==> src/rtl/bram_seq_ctrl.sv <==
// rtl/bram_seq_ctrl.sv - BRAM fill/readback self-test sequencer
// Optional LFSR pattern source: define BRAM_SEQ_LFSR_EN (requires DATA_W=16).
module bram_seq_ctrl #(
  parameter int DATA_W = 16,
  parameter int ADDR_W = 10,
  parameter int ERR_W  = 8
) (
  input  logic              clk,
  input  logic              rst_n,
  input  logic              start,
  input  logic [ADDR_W-1:0] last_addr,
  input  logic [DATA_W-1:0] seed,
  output logic              busy,
  output logic              done,
  output logic              pass,
  output logic [ERR_W-1:0]  err_count,
  output logic [ADDR_W-1:0] first_err_addr,
  output logic [ADDR_W-1:0] addr_a,
  output logic [DATA_W-1:0] data_a,
  output logic              we_a,
  output logic [ADDR_W-1:0] addr_b,
  output logic [DATA_W-1:0] data_b,
  output logic              we_b,
  input  logic [DATA_W-1:0] q_b
);

  typedef enum logic [2:0] {S_IDLE, S_WRITE, S_READ, S_DRAIN, S_DONE} state_t;

  state_t            state, state_n;
  logic [ADDR_W-1:0] cnt;
  logic [ADDR_W-1:0] last_q;
  logic [DATA_W-1:0] seed_q;
  logic [DATA_W-1:0] pat;
  logic              rd_v;
  logic [DATA_W-1:0] rd_exp;
  logic [ADDR_W-1:0] rd_addr;
  logic              at_last;

`ifdef BRAM_SEQ_LFSR_EN
  // An all-zero seed would lock the LFSR, so it is forced to 1.
  function automatic logic [DATA_W-1:0] pat_base(input logic [DATA_W-1:0] s);
    return (s == '0) ? DATA_W'(1) : s;
  endfunction

  function automatic logic [DATA_W-1:0] pat_step(input logic [DATA_W-1:0] p);
    return {p[DATA_W-2:0], p[15] ^ p[13] ^ p[12] ^ p[10]};
  endfunction
`else
  function automatic logic [DATA_W-1:0] pat_base(input logic [DATA_W-1:0] s);
    return s;
  endfunction

  function automatic logic [DATA_W-1:0] pat_step(input logic [DATA_W-1:0] p);
    return p + DATA_W'(1);
  endfunction
`endif

  assign at_last = (cnt == last_q);
  assign data_b  = '0;
  assign we_b    = 1'b0;

  always_comb begin
    state_n = state;
    case (state)
      S_IDLE:  if (start) state_n = S_WRITE;
      S_WRITE: if (at_last) state_n = S_READ;
      S_READ:  if (at_last) state_n = S_DRAIN;
      S_DRAIN: state_n = S_DONE;
      S_DONE:  state_n = S_IDLE;
      default: state_n = S_IDLE;
    endcase
  end

  always_ff @(posedge clk) begin
    if (!rst_n) begin
      state          <= S_IDLE;
      cnt            <= '0;
      last_q         <= '0;
      seed_q         <= '0;
      pat            <= '0;
      rd_v           <= 1'b0;
      rd_exp         <= '0;
      rd_addr        <= '0;
      busy           <= 1'b0;
      done           <= 1'b0;
      pass           <= 1'b0;
      err_count      <= '0;
      first_err_addr <= '0;
      addr_a         <= '0;
      data_a         <= '0;
      we_a           <= 1'b0;
      addr_b         <= '0;
    end else begin
      state   <= state_n;
      busy    <= (state == S_WRITE) || (state == S_READ) || (state == S_DRAIN);
      done    <= (state == S_DONE);
      we_a    <= 1'b0;
      // Read stage: q_b for the address issued last cycle arrives this cycle.
      rd_v    <= (state == S_READ);
      rd_exp  <= pat;
      rd_addr <= addr_b;
      case (state)
        S_IDLE: if (start) begin
          last_q         <= last_addr;
          seed_q         <= seed;
          err_count      <= '0;
          first_err_addr <= '0;
          pass           <= 1'b0;
          cnt            <= '0;
          pat            <= pat_base(seed);
          we_a           <= 1'b1;
          addr_a         <= '0;
          data_a         <= pat_base(seed);
        end
        S_WRITE: if (at_last) begin
          cnt    <= '0;
          pat    <= pat_base(seed_q);
          addr_b <= '0;
        end else begin
          cnt    <= cnt + ADDR_W'(1);
          pat    <= pat_step(pat);
          we_a   <= 1'b1;
          addr_a <= cnt + ADDR_W'(1);
          data_a <= pat_step(pat);
        end
        S_READ: if (!at_last) begin
          cnt    <= cnt + ADDR_W'(1);
          pat    <= pat_step(pat);
          addr_b <= cnt + ADDR_W'(1);
        end
        S_DONE: pass <= (err_count == '0);
        default: ;
      endcase
      if (rd_v && (q_b != rd_exp)) begin
        if (err_count != '1) err_count <= err_count + ERR_W'(1);
        if (err_count == '0) first_err_addr <= rd_addr;
      end
    end
  end

endmodule

==> config.mk <==
export PLATFORM = sky130hd
export DESIGN_NAME = bram_seq_ctrl
export DESIGN_NICKNAME = d
export VERILOG_FILES = /design/src/rtl/bram_seq_ctrl.sv
export SDC_FILE = /design/constraint.sdc
export NUM_CORES = 1
export LEC_CHECK = 0
export BUFFER_PORTS_ARGS = -buffer_cell sky130_fd_sc_hd__clkbuf_2
export CAP_MARGIN = 20
export CELL_PAD_IN_SITES_DETAIL_PLACEMENT = 2
export CELL_PAD_IN_SITES_GLOBAL_PLACEMENT = 2
export CORE_MARGIN = 4
export CORE_UTILIZATION = 36
export DETAILED_ROUTE_END_ITERATION = 8
export PLACE_DENSITY = 0.9
export RECOVER_POWER = 25
export SYNTH_ARGS = -nofsm -noshare
export SYNTH_HDL_FRONTEND = slang
export SYNTH_SLANG_ARGS = --single-unit
==> constraint.sdc <==
create_clock -name clk -period 5.2 [get_ports clk]
set_input_delay 1.04 -clock clk [delete_from_list [all_inputs] [get_ports clk]]
set_output_delay 1.04 -clock clk [all_outputs]
set_load 0.02 [all_outputs]
==> results.py, run 1 <==
metrics = {
    "status": {
        "status": "finished, final reports clean",
    },
    "logic_synthesis": {
        "synth-xor-area-share_pct": 6.45,
        "yosys_warnings": 0,
        "ys_seq_area_share_pct": 43.0,
        "synth-adder-area-share_pct": 0.767,
        "async_flop_share_pct": 0,
        "ys_types": 69,
        "avgSynthCellArea_sq_um": 8.62,
        "synthFlopType": "dfxtp_1",
        "synth_cells": 757,
        "netlist_area_sq_um": 6520,
        "synth_area_leader_cell": "dfxtp_1",
        "synth-edff-count": 0,
        "synthMuxAreaShare_pct": 2.11,
        "synth_seq_cells": 140,
        "synth_top_family_by_area": "simple AND/OR/NAND/NOR gates",
        "synthTopCellsByArea": "dfxtp_1 (43%), nand2_1 (8.2%), xnor2_1 (5.6%)",
        "synth_top_area_share_pct": 43.0,
        "synth_compound_area_share_pct": 19.7,
        "yosys.area_share.simple_pct": 22.5,
    },
    "layout": {
        "syn_to_final_growth_pct": 17.1,
        "drive_gt1_share_pct": 14.2,
        "final_common_cell": "nand2_1",
        "final_cells": 1077,
        "nNetsFinal": 890,
        "antenna-diode-count": 0,
        "final_cell_mix": "nand2_1 (143), dfxtp_1 (140), clkbuf_2 (68)",
    },
    "clock_tree": {
        "cts_root_buffer": "clkbuf_16",
        "clock_sinks": 140,
        "cts_max_level": 4,
        "cts_tree": "yes",
        "cts-buffers-inserted": 17,
        "clkLatencyLatePin_ns": 0.43,
        "cts-resized-gates": 0,
        "post-cts-setup-buffers": 0,
        "postCtsHoldBufs": 0,
        "clk_path_buf_depth": 2,
        "clk_pin_slew_ns": 0.06,
    },
    "hold_path": {
        "hold_start": "data_a[4]",
        "min_path_type": "flop to flop",
    },
    "route": {
        "drtPass1Iterations": 5,
        "viasPerCell": 5.69,
        "route.detailed.drc": 0,
        "drt_iter0_markers": 371,
        "finalWirelength_um": 24600,
        "wire_per_inst_um": 22.8,
        "ant_nets": 0,
        "vias": 6129,
    },
    "placement": {
        "numPlacedInstances": 1047,
        "dp_slack_ns": 2.03,
        "port_buffers": 102,
        "dp_hpwl_um": 15300,
        "gp_congestion": 0.800,
    },
    "timing": {
        "tightest_slew_ns": 1.48,
        "max_slew_margin_pct": 1.09,
        "final.setup.tns_ns": 0,
        "fmax_mhz": 300,
        "layout_setup_ws_ns": 1.86,
        "finClkSkew_ns": 0.00913,
        "finalCriticalPeriod_ns": 3.34,
        "setup_viol": 0,
        "period_share_pct": 64.2,
        "finalMaxSlewViolations": 0,
        "rsz0062_at_grt": "false",
        "holdWs_ns": 0.470,
        "final-hold-violation-count": 0,
    },
    "critical_path": {
        "cp.arrival_ns": 3.64,
        "critPathLaunch": "rst_n",
        "worstSetupStartpointType": "input pin",
        "required_ns": 5.50,
        "regToRegStartpoint": "state[1]",
        "path_max_fanout": 37,
        "critPathCaptureType": "flop",
        "crit_type": "input pin to flop",
        "r2r_slack_ns": 2.24,
    },
    "floorplan": {
        "die_area_sq_um": 20300,
        "rows": 48,
        "dieHeight_um": 143,
        "initial_core_util_pct": 37.2,
        "ioPinCount": 120,
        "fp.dieW_um": 143,
        "coreArea_sq_um": 17500,
    },
    "global_route": {
        "use_met2_pct": 42.5,
        "grt_max_degree": 46,
        "overflow": 0,
        "grt-busiest-layer": "met2",
        "grt_pass1_wl_um": 38700,
        "grt.total_usage_pct": 24.3,
        "grt_pass1_vias": 6760,
        "met3_usage_pct": 5.04,
        "met1_usage_pct": 29.3,
        "antenna_found_initial": 0,
    },
    "power": {
        "leakage_nw": 2.93,
        "vdd_drop_max_uv": 274,
        "power_density_nw_per_um2": 440,
    },
    "run": {
        "max-cap-violations": 0,
    },
}
through the flow:
step	cell area (sq um)	utilization, %	power, mW
finish	7640	43.6	3.36
global route	7640	43.6	3.50
CTS	7680	43.8	3.37
detailed placement	7120	40.6	2.13
global placement	7120	40.6	2.09
floorplan	6580	-	1.87
cells in the mapped netlist (all sizes together), types with 2 or more instances:
cell,n
ha,4
o211a,2
a221oi,3
and4,4
nand2b,7
nor2,31
mux2i,11
nand4,11
a21oi,16
dfxtp,140
nand2,143
nor4,2
buf,32
o21a,5
a211oi,3
a32o,2
a21o,2
nand3,36
nand3b,3
or3b,2
nor2b,10
o22a,2
or3,5
o22ai,4
a22oi,11
xor2,6
nor4b,2
clkbuf,28
a21boi,48
a22o,13
o41ai,2
o21ai,40
o211ai,9
and3,7
o31ai,3
a211o,3
or2,3
nor3,6
a31oi,2
and2,30
nor3b,3
xnor2,42
inv,6
path summary, 6_finish.rpt:
kind	depth (start not counted)	endpoint
hold / removal	2	data_a[4]
setup / recovery	5	pat[3]
hold reg to reg	2	data_a[4]
setup reg to reg	6	cnt[2]
worst max-delay path: stages:
cell      delay (ns)
clkbuf_1        1.05
buf_4           0.53
and2_1          0.59
a22oi_1         0.21
o21ai_0         0.21
report_power, final:
group	leakage (nW)	switching (mW)	total, mW	internal (mW)
combinational	1.52	0.543	0.811	0.268
clock	0.268	0.487	1.20	0.714
sequential	1.14	0.157	1.35	1.19
per-layer routing:
metal	vias up	share of wire, %
met5	-	0
met4	0	2.8
met3	57	4.5
met2	191	50
met1	3102	42
li1	2779	-
area by class of cell:
class                           instances  area (sq um)
Clock inverter                         10           119
Fill cell                            1980          9900
Tap cell                              225           282
Multi-Input combinational cell        567          3450
Timing Repair Buffer                  109           520
Clock buffer                           20           447
Sequential cell                       140          2800
Inverter                                6          22.5
state kept, by name (all words and copies together) (netlist names), 3 cells and up:
| signal | count |
|---|---|
| data_a | 16 |
| pat | 16 |
| rd_exp | 16 |
| seed_q | 16 |
| addr_a | 10 |
| addr_b | 10 |
| cnt | 10 |
| first_err_addr | 10 |
| last_q | 10 |
| rd_addr | 10 |
| err_count | 8 |
| state | 3 |
kinds of logic (layout without fill, tap and decap cells):
kind of cell / after synthesis / in the layout
AND/OR/NAND/NOR: 305 / 305
adder cells (fa/ha/maj): 4 / 4
XOR/XNOR: 48 / 48
buffers and inverters: 66 / 145
multiplexers: 12 / 12
other: 1 / 17
AO/OA/AOI/OAI: 181 / 181
flip-flops: 140 / 140
Power figures use the tool's default switching activity.
==> run 2, diff against run 1 <==
--- a/config.mk
+++ b/config.mk
@@ -5,14 +5,15 @@
 export SDC_FILE = /design/constraint.sdc
 export NUM_CORES = 1
 export LEC_CHECK = 0
+export ABC_AREA = 1
 export BUFFER_PORTS_ARGS = -buffer_cell sky130_fd_sc_hd__clkbuf_2
 export CAP_MARGIN = 20
 export CELL_PAD_IN_SITES_DETAIL_PLACEMENT = 2
 export CELL_PAD_IN_SITES_GLOBAL_PLACEMENT = 2
 export CORE_MARGIN = 4
-export CORE_UTILIZATION = 36
+export CORE_UTILIZATION = 28
 export DETAILED_ROUTE_END_ITERATION = 8
-export PLACE_DENSITY = 0.9
+export PLACE_DENSITY = 0.82
 export RECOVER_POWER = 25
 export SYNTH_ARGS = -nofsm -noshare
 export SYNTH_HDL_FRONTEND = slang
==> constraint.sdc (replaced) <==
create_clock -name clk -period 2.8 [get_ports clk]
set_input_delay 0.56 -clock clk [delete_from_list [all_inputs] [get_ports clk]]
set_output_delay 0.56 -clock clk [all_outputs]
set_load 0.02 [all_outputs]
==> run 2 against run 1 <==
  * Combinational power grew to 4.0 times the previous value
  * Global-route usage shrank 6.3 points
  * Flip-flop and latch count unchanged
  * Clock-buffer cell count did not move
  * Die area grew 39%
  * Power grew to 2.5 times the previous value
  * Non-clock buffer count increased by 8
  * Via count up 16%
  * Core utilization is 9.8 points lower
  * Critical path type unchanged
==> results.py, run 2 <==
metrics = {
    "clock_tree": {
        "clk_path_buf_depth": 2,
        "cts_tree": "yes",
        "cts_root_buffer": "clkbuf_16",
        "cts-resized-gates": 0,
        "clkLatencyLatePin_ns": 0.42,
        "postCtsHoldBufs": 0,
        "cts-buffers-inserted": 17,
        "cts_max_level": 4,
        "clk_pin_slew_ns": 0.06,
        "post-cts-setup-buffers": 0,
        "clock_sinks": 140,
    },
    "logic_synthesis": {
        "synthFlopType": "dfxtp_1",
        "yosysMostFrequentCell": "nand2_1",
        "synth_cells": 1075,
        "synth-edff-count": 0,
        "synthTopCellsByArea": "dfxtp_1 (39%), nand2_1 (17%), nor2_1 (6.8%)",
        "yosys_warnings": 0,
        "netlist_area_sq_um": 7160,
        "synth_top_area_share_pct": 39.2,
        "synth_seq_cells": 140,
        "async_flop_share_pct": 0,
        "ys_seq_area_share_pct": 39.2,
        "ys_types": 37,
        "avgSynthCellArea_sq_um": 6.66,
        "synth_area_leader_cell": "dfxtp_1",
        "synth_common_cells": "nand2_1 (331), dfxtp_1 (140), nor2_1 (129)",
    },
    "route": {
        "drt_iter0_markers": 320,
        "ant_nets": 0,
        "viasPerCell": 4.74,
        "wire_per_inst_um": 17.0,
        "finalWirelength_um": 25500,
        "drtPass1Iterations": 4,
        "route.detailed.drc": 0,
        "vias": 7112,
    },
    "placement": {
        "dp_hpwl_um": 18000,
        "gp_congestion": 0.810,
        "numPlacedInstances": 1472,
        "port_buffers": 102,
    },
    "timing": {
        "finalMaxSlewViolations": 0,
        "fmax_mhz": 436,
        "finalCriticalPeriod_ns": 2.30,
        "period_share_pct": 82.0,
        "finClkSkew_ns": 0.0114,
        "rsz0062_at_grt": "false",
        "final-hold-violation-count": 0,
        "tightest_slew_ns": 1.31,
        "max_slew_margin_pct": 12.3,
        "final.setup.tns_ns": 0,
        "setup_viol": 0,
    },
    "floorplan": {
        "ioPinCount": 120,
        "rows": 58,
        "initial_core_util_pct": 28.4,
        "fp.dieW_um": 168,
        "coreArea_sq_um": 25200,
        "dieHeight_um": 168,
        "die_area_sq_um": 28200,
    },
    "hold_path": {
        "hold_start": "last_addr[6]",
        "min_path_type": "input pin to flop",
        "hold_depth": 3,
        "hold_end": "last_q[6]",
    },
    "power": {
        "leakage_nw": 4.05,
        "vdd_drop_max_uv": 439,
        "power_density_nw_per_um2": 1000,
    },
    "run": {
        "max-cap-violations": 0,
    },
    "global_route": {
        "antenna_found_initial": 0,
        "grt_pass1_vias": 7658,
        "grt_pass1_wl_um": 41400,
        "grt.total_usage_pct": 18.1,
        "grt_max_degree": 55,
        "overflow": 0,
    },
    "critical_path": {
        "path_max_fanout": 41,
        "cp.arrival_ns": 2.61,
        "r2r_end": "cnt[1]",
        "critPathCaptureType": "flop",
        "r2r_slack_ns": 0.72,
        "required_ns": 3.12,
        "regToRegStartpoint": "cnt[2]",
        "worstSetupStartpointType": "input pin",
        "reg2regPathDepth": 10,
        "crit_type": "input pin to flop",
    },
    "layout": {
        "final_cell_mix": "nand2_1 (331), dfxtp_1 (140), nor2_1 (129)",
        "final_cells": 1502,
        "drive_gt1_share_pct": 14.0,
        "fill_cells": 3062,
        "final_common_cell": "nand2_1",
        "antenna-diode-count": 0,
        "multi_input_area_sq_um": 3590,
        "regArea_sq_um": 2800,
        "syn_to_final_growth_pct": 18.6,
        "nNetsFinal": 1210,
    },
    "status": {
        "status": "finished, final reports clean",
    },
}
run 2: where the power goes:
| group | leakage (nW) | switching (mW) | internal [mW] |
|---|---|---|---|
| logic | 2.59 | 2.34 | 0.871 |
| registers | 1.14 | 0.351 | 2.44 |
| clock network | 0.313 | 0.902 | 1.62 |
run 2: worst max-delay path by stage:
| stage | startpoint | end | slack, ns | cells after the start |
|---|---|---|---|---|
| after floorplan | err_count[0] | err_count[0] | 1.16 | 7 |
| after global placement | q_b[8] | err_count[7] | 0.79 | 11 |
| after detailed placement | q_b[8] | err_count[7] | 0.71 | 11 |
| after CTS | cnt[2] | cnt[1] | 0.67 | 10 |
| after global routing | rst_n | addr_b[4] | 0.33 | 7 |
| final | rst_n | addr_b[4] | 0.50 | 7 |
run 2: worst max-delay path, stage by stage:
cell	delay (ns)
clkbuf_2	0.13
clkbuf_1	0.97
buf_4	0.57
nand2_1	0.10
inv_1	0.08
nand2_1	0.07
o21ai_0	0.11
run 2: logic make-up after synthesis:
family	Yosys count	synth area share [%]
XOR/XNOR	36	4.41
buffers and inverters	185	11.5
AND/OR/NAND/NOR	591	35.5
AO/OA/AOI/OAI	118	8.65
flip-flops	140	39.2
other	1	0.0524
adder cells (fa/ha/maj)	4	0.699
run 2: per-layer routing:
layer | share of wire (%) | track usage [%]
met4 | 1.2 | 4.41
met2 | 50 | 31.8
met5 | 0 | 0
met1 | 46 | 23.2
met3 | 2.6 | 2.75
run 2: per-stage QoR:
stage | instance area, sq um | power [mW] | utilization, % | setup slack (ns) | hold WS (ns)
after floorplan | 7220 | 5.07 | - | 1.16 | 0.432
after global placement | 7890 | 5.91 | 31.3 | 0.789 | 0.438
after detailed placement | 7890 | 6.04 | 31.3 | 0.715 | 0.443
after CTS | 8530 | 8.65 | 33.9 | 0.674 | 0.355
after global routing | 8490 | 9.12 | 33.7 | 0.326 | 0.366
final | 8490 | 8.53 | 33.7 | 0.505 | 0.363
run 2: final cells by class:
class | instances | area share (%)
Tap cell | 330 | 4.86
Timing Repair Buffer | 117 | 7.00
Clock inverter | 10 | 2.23
Clock buffer | 20 | 5.38
Multi-Input combinational cell | 766 | 42.3
Inverter | 119 | 5.26
Sequential cell | 140 | 33.0
==> run 3, diff against run 2 <==
==> constraint.sdc (replaced) <==
create_clock -name clk -period 1.9 [get_ports clk]
set_input_delay 0.38 -clock clk [delete_from_list [all_inputs] [get_ports clk]]
set_output_delay 0.38 -clock clk [all_outputs]
set_load 0.02 [all_outputs]
==> run 3 against run 2 <==
  * Global-route usage up 0.75 points
  * Via count rose by 2.7%
  * Largest cell class unchanged
  * Clock skew barely moved
  * Die area is the same
  * Non-clock buffer count up 22
  * Combinational power is 64% higher
  * Register-to-register slack got worse by 0.71 ns
  * Flip-flop and latch count unchanged
==> results.py, run 3 (synthesized netlist as in run 2, its figures left out) <==
metrics = {
    "global_route": {
        "overflow": 0,
        "grt_pass1_wl_um": 43100,
        "grt.total_usage_pct": 18.8,
        "grt_max_degree": 59,
        "antenna_found_initial": 0,
        "grt_pass1_vias": 7974,
    },
    "timing": {
        "finalCriticalPeriod_ns": 1.89,
        "setup_viol": 0,
        "holdWs_ns": 0.192,
        "finClkSkew_ns": 0.0112,
        "tightest_slew_ns": 0.492,
        "period_share_pct": 99.3,
        "layout_setup_ws_ns": 0.0136,
        "final-hold-violation-count": 0,
        "rsz0062_at_grt": "true",
        "fmax_mhz": 530,
        "finalMaxSlewViolations": 0,
        "max_slew_margin_pct": 66.9,
    },
    "layout": {
        "antenna-diode-count": 0,
        "fill_cells": 3057,
        "final_cell_mix": "nand2_1 (328), dfxtp_1 (132), nor2_1 (125)",
        "nNetsFinal": 1233,
        "final_common_cell": "nand2_1",
        "drive_gt1_share_pct": 17.9,
        "syn_to_final_growth_pct": 22.7,
    },
    "critical_path": {
        "required_ns": 2.25,
        "worstSetupStartpointType": "flop",
        "critPathCaptureType": "flop",
        "cp.arrival_ns": 2.24,
        "path_max_fanout": 10,
        "crit_type": "flop to flop",
    },
    "placement": {
        "dp_hpwl_um": 18200,
        "port_buffers": 102,
        "gp_congestion": 0.783,
        "dp_slack_ns": -0.00435,
    },
    "route": {
        "vias": 7305,
        "ant_nets": 0,
        "viasPerCell": 4.78,
        "wire_per_inst_um": 17.4,
        "route.detailed.drc": 0,
        "drtPass1Iterations": 4,
        "drt_iter0_markers": 367,
        "finalWirelength_um": 26600,
    },
    "clock_tree": {
        "cts_tree": "yes",
        "cts_root_buffer": "clkbuf_16",
        "clk_path_buf_depth": 2,
        "cts-buffers-inserted": 17,
        "clkLatencyLatePin_ns": 0.43,
        "clk_pin_slew_ns": 0.06,
        "clock_sinks": 140,
        "cts_max_level": 4,
    },
    "floorplan": {
        "rows": 58,
        "fp.dieW_um": 168,
        "dieHeight_um": 168,
        "initial_core_util_pct": 28.4,
        "coreArea_sq_um": 25200,
        "ioPinCount": 120,
        "die_area_sq_um": 28200,
    },
    "hold_path": {
        "min_path_type": "input pin to flop",
    },
    "power": {
        "leakage_nw": 4.18,
        "vdd_drop_max_uv": 682,
        "power_density_nw_per_um2": 1460,
    },
    "status": {
        "status": "finished, final reports clean",
    },
    "run": {
        "max-cap-violations": 0,
    },
}
-- run 3: changes by cell type in the layout (fill, tap and decap cells not counted), sizes merged --
cell and delta:
buf +23, clkinvlp +2, bufinv -3, clkinv -1, clkbuf +2, inv +1, nand2 +1
-- run 3: layout make-up --
type / instances / area [sq um] / area share, %
timing repair buffer: 139 / 840 / 9.56
sequential: 140 / 2810 / 32.0
clock buffer: 23 / 478 / 5.44
inverter: 119 / 447 / 5.09
tap: 330 / 413 / 4.70
clock inverter: 9 / 110 / 1.25
multi-input combinational: 767 / 3680 / 41.9
-- run 3: critical path, cell delays in order (launching register included) --
cell and delay (ns):
dfxtp_2 0.39, inv_2 0.07, nand2_1 0.07, nand2_1 0.09, nor2_1 0.15, nand2_1 0.13
nor2_1 0.23, nand2_1 0.14, nand2_1 0.11, buf_4 0.21, nand2_1 0.07, a21oi_1 0.15
-- run 3: per-layer routing --
| metal | vias up | track usage [%] | share of wire (%) |
|---|---|---|---|
| met1 | 3600 | 23.6 | 44 |
| met2 | 140 | 33.1 | 51 |
| met3 | 31 | 3.24 | 3.9 |
| met4 | 0 | 5.47 | 1.6 |
| met5 | - | 0 | 0 |
| li1 | 3534 | - | - |
-- run 3: repair_timing --
| action | in CTS | in global routing |
|---|---|---|
| cloned | 0 | 1 |
| setup endpoints to repair | 27 | 80 |
| buffers inserted | 3 | 1 |
| gates resized for setup | 5 | 26 |
| hold endpoints to repair | 0 | 0 |
| pin swaps | 1 | 3 |
| hold buffers | 0 | 0 |
-- run 3: final timing paths --
check / from / slack, ns / to / cells past startpoint
hold / removal: last_addr[6] / 0.19 / last_q[6] / 3
hold reg to reg: addr_b[7] / 0.45 / rd_addr[7] / 2
setup / recovery: cnt[7] / 0.01 / data_a[7] / 11
setup reg to reg: cnt[7] / 0.01 / data_a[7] / 11
-- run 3: where the power goes --
group          internal [mW]  switching (mW)
clock network           2.04            1.34
registers               3.60           0.537
logic                   1.63            3.63
total                   7.27            5.51
-- run 3: stage by stage --
step	utilization (%)	std cells	power, mW	TNS (ns)	area (sq um)
floorplan	-	1091	7.47	0	7220
global placement	32.1	1490	9.01	0	8070
detailed placement	32.1	1490	9.22	-0.0109	8070
CTS	34.6	1525	12.8	0	8710
global route	34.9	1527	13.7	-1.96	8780
finish	34.9	1527	12.8	0	8780
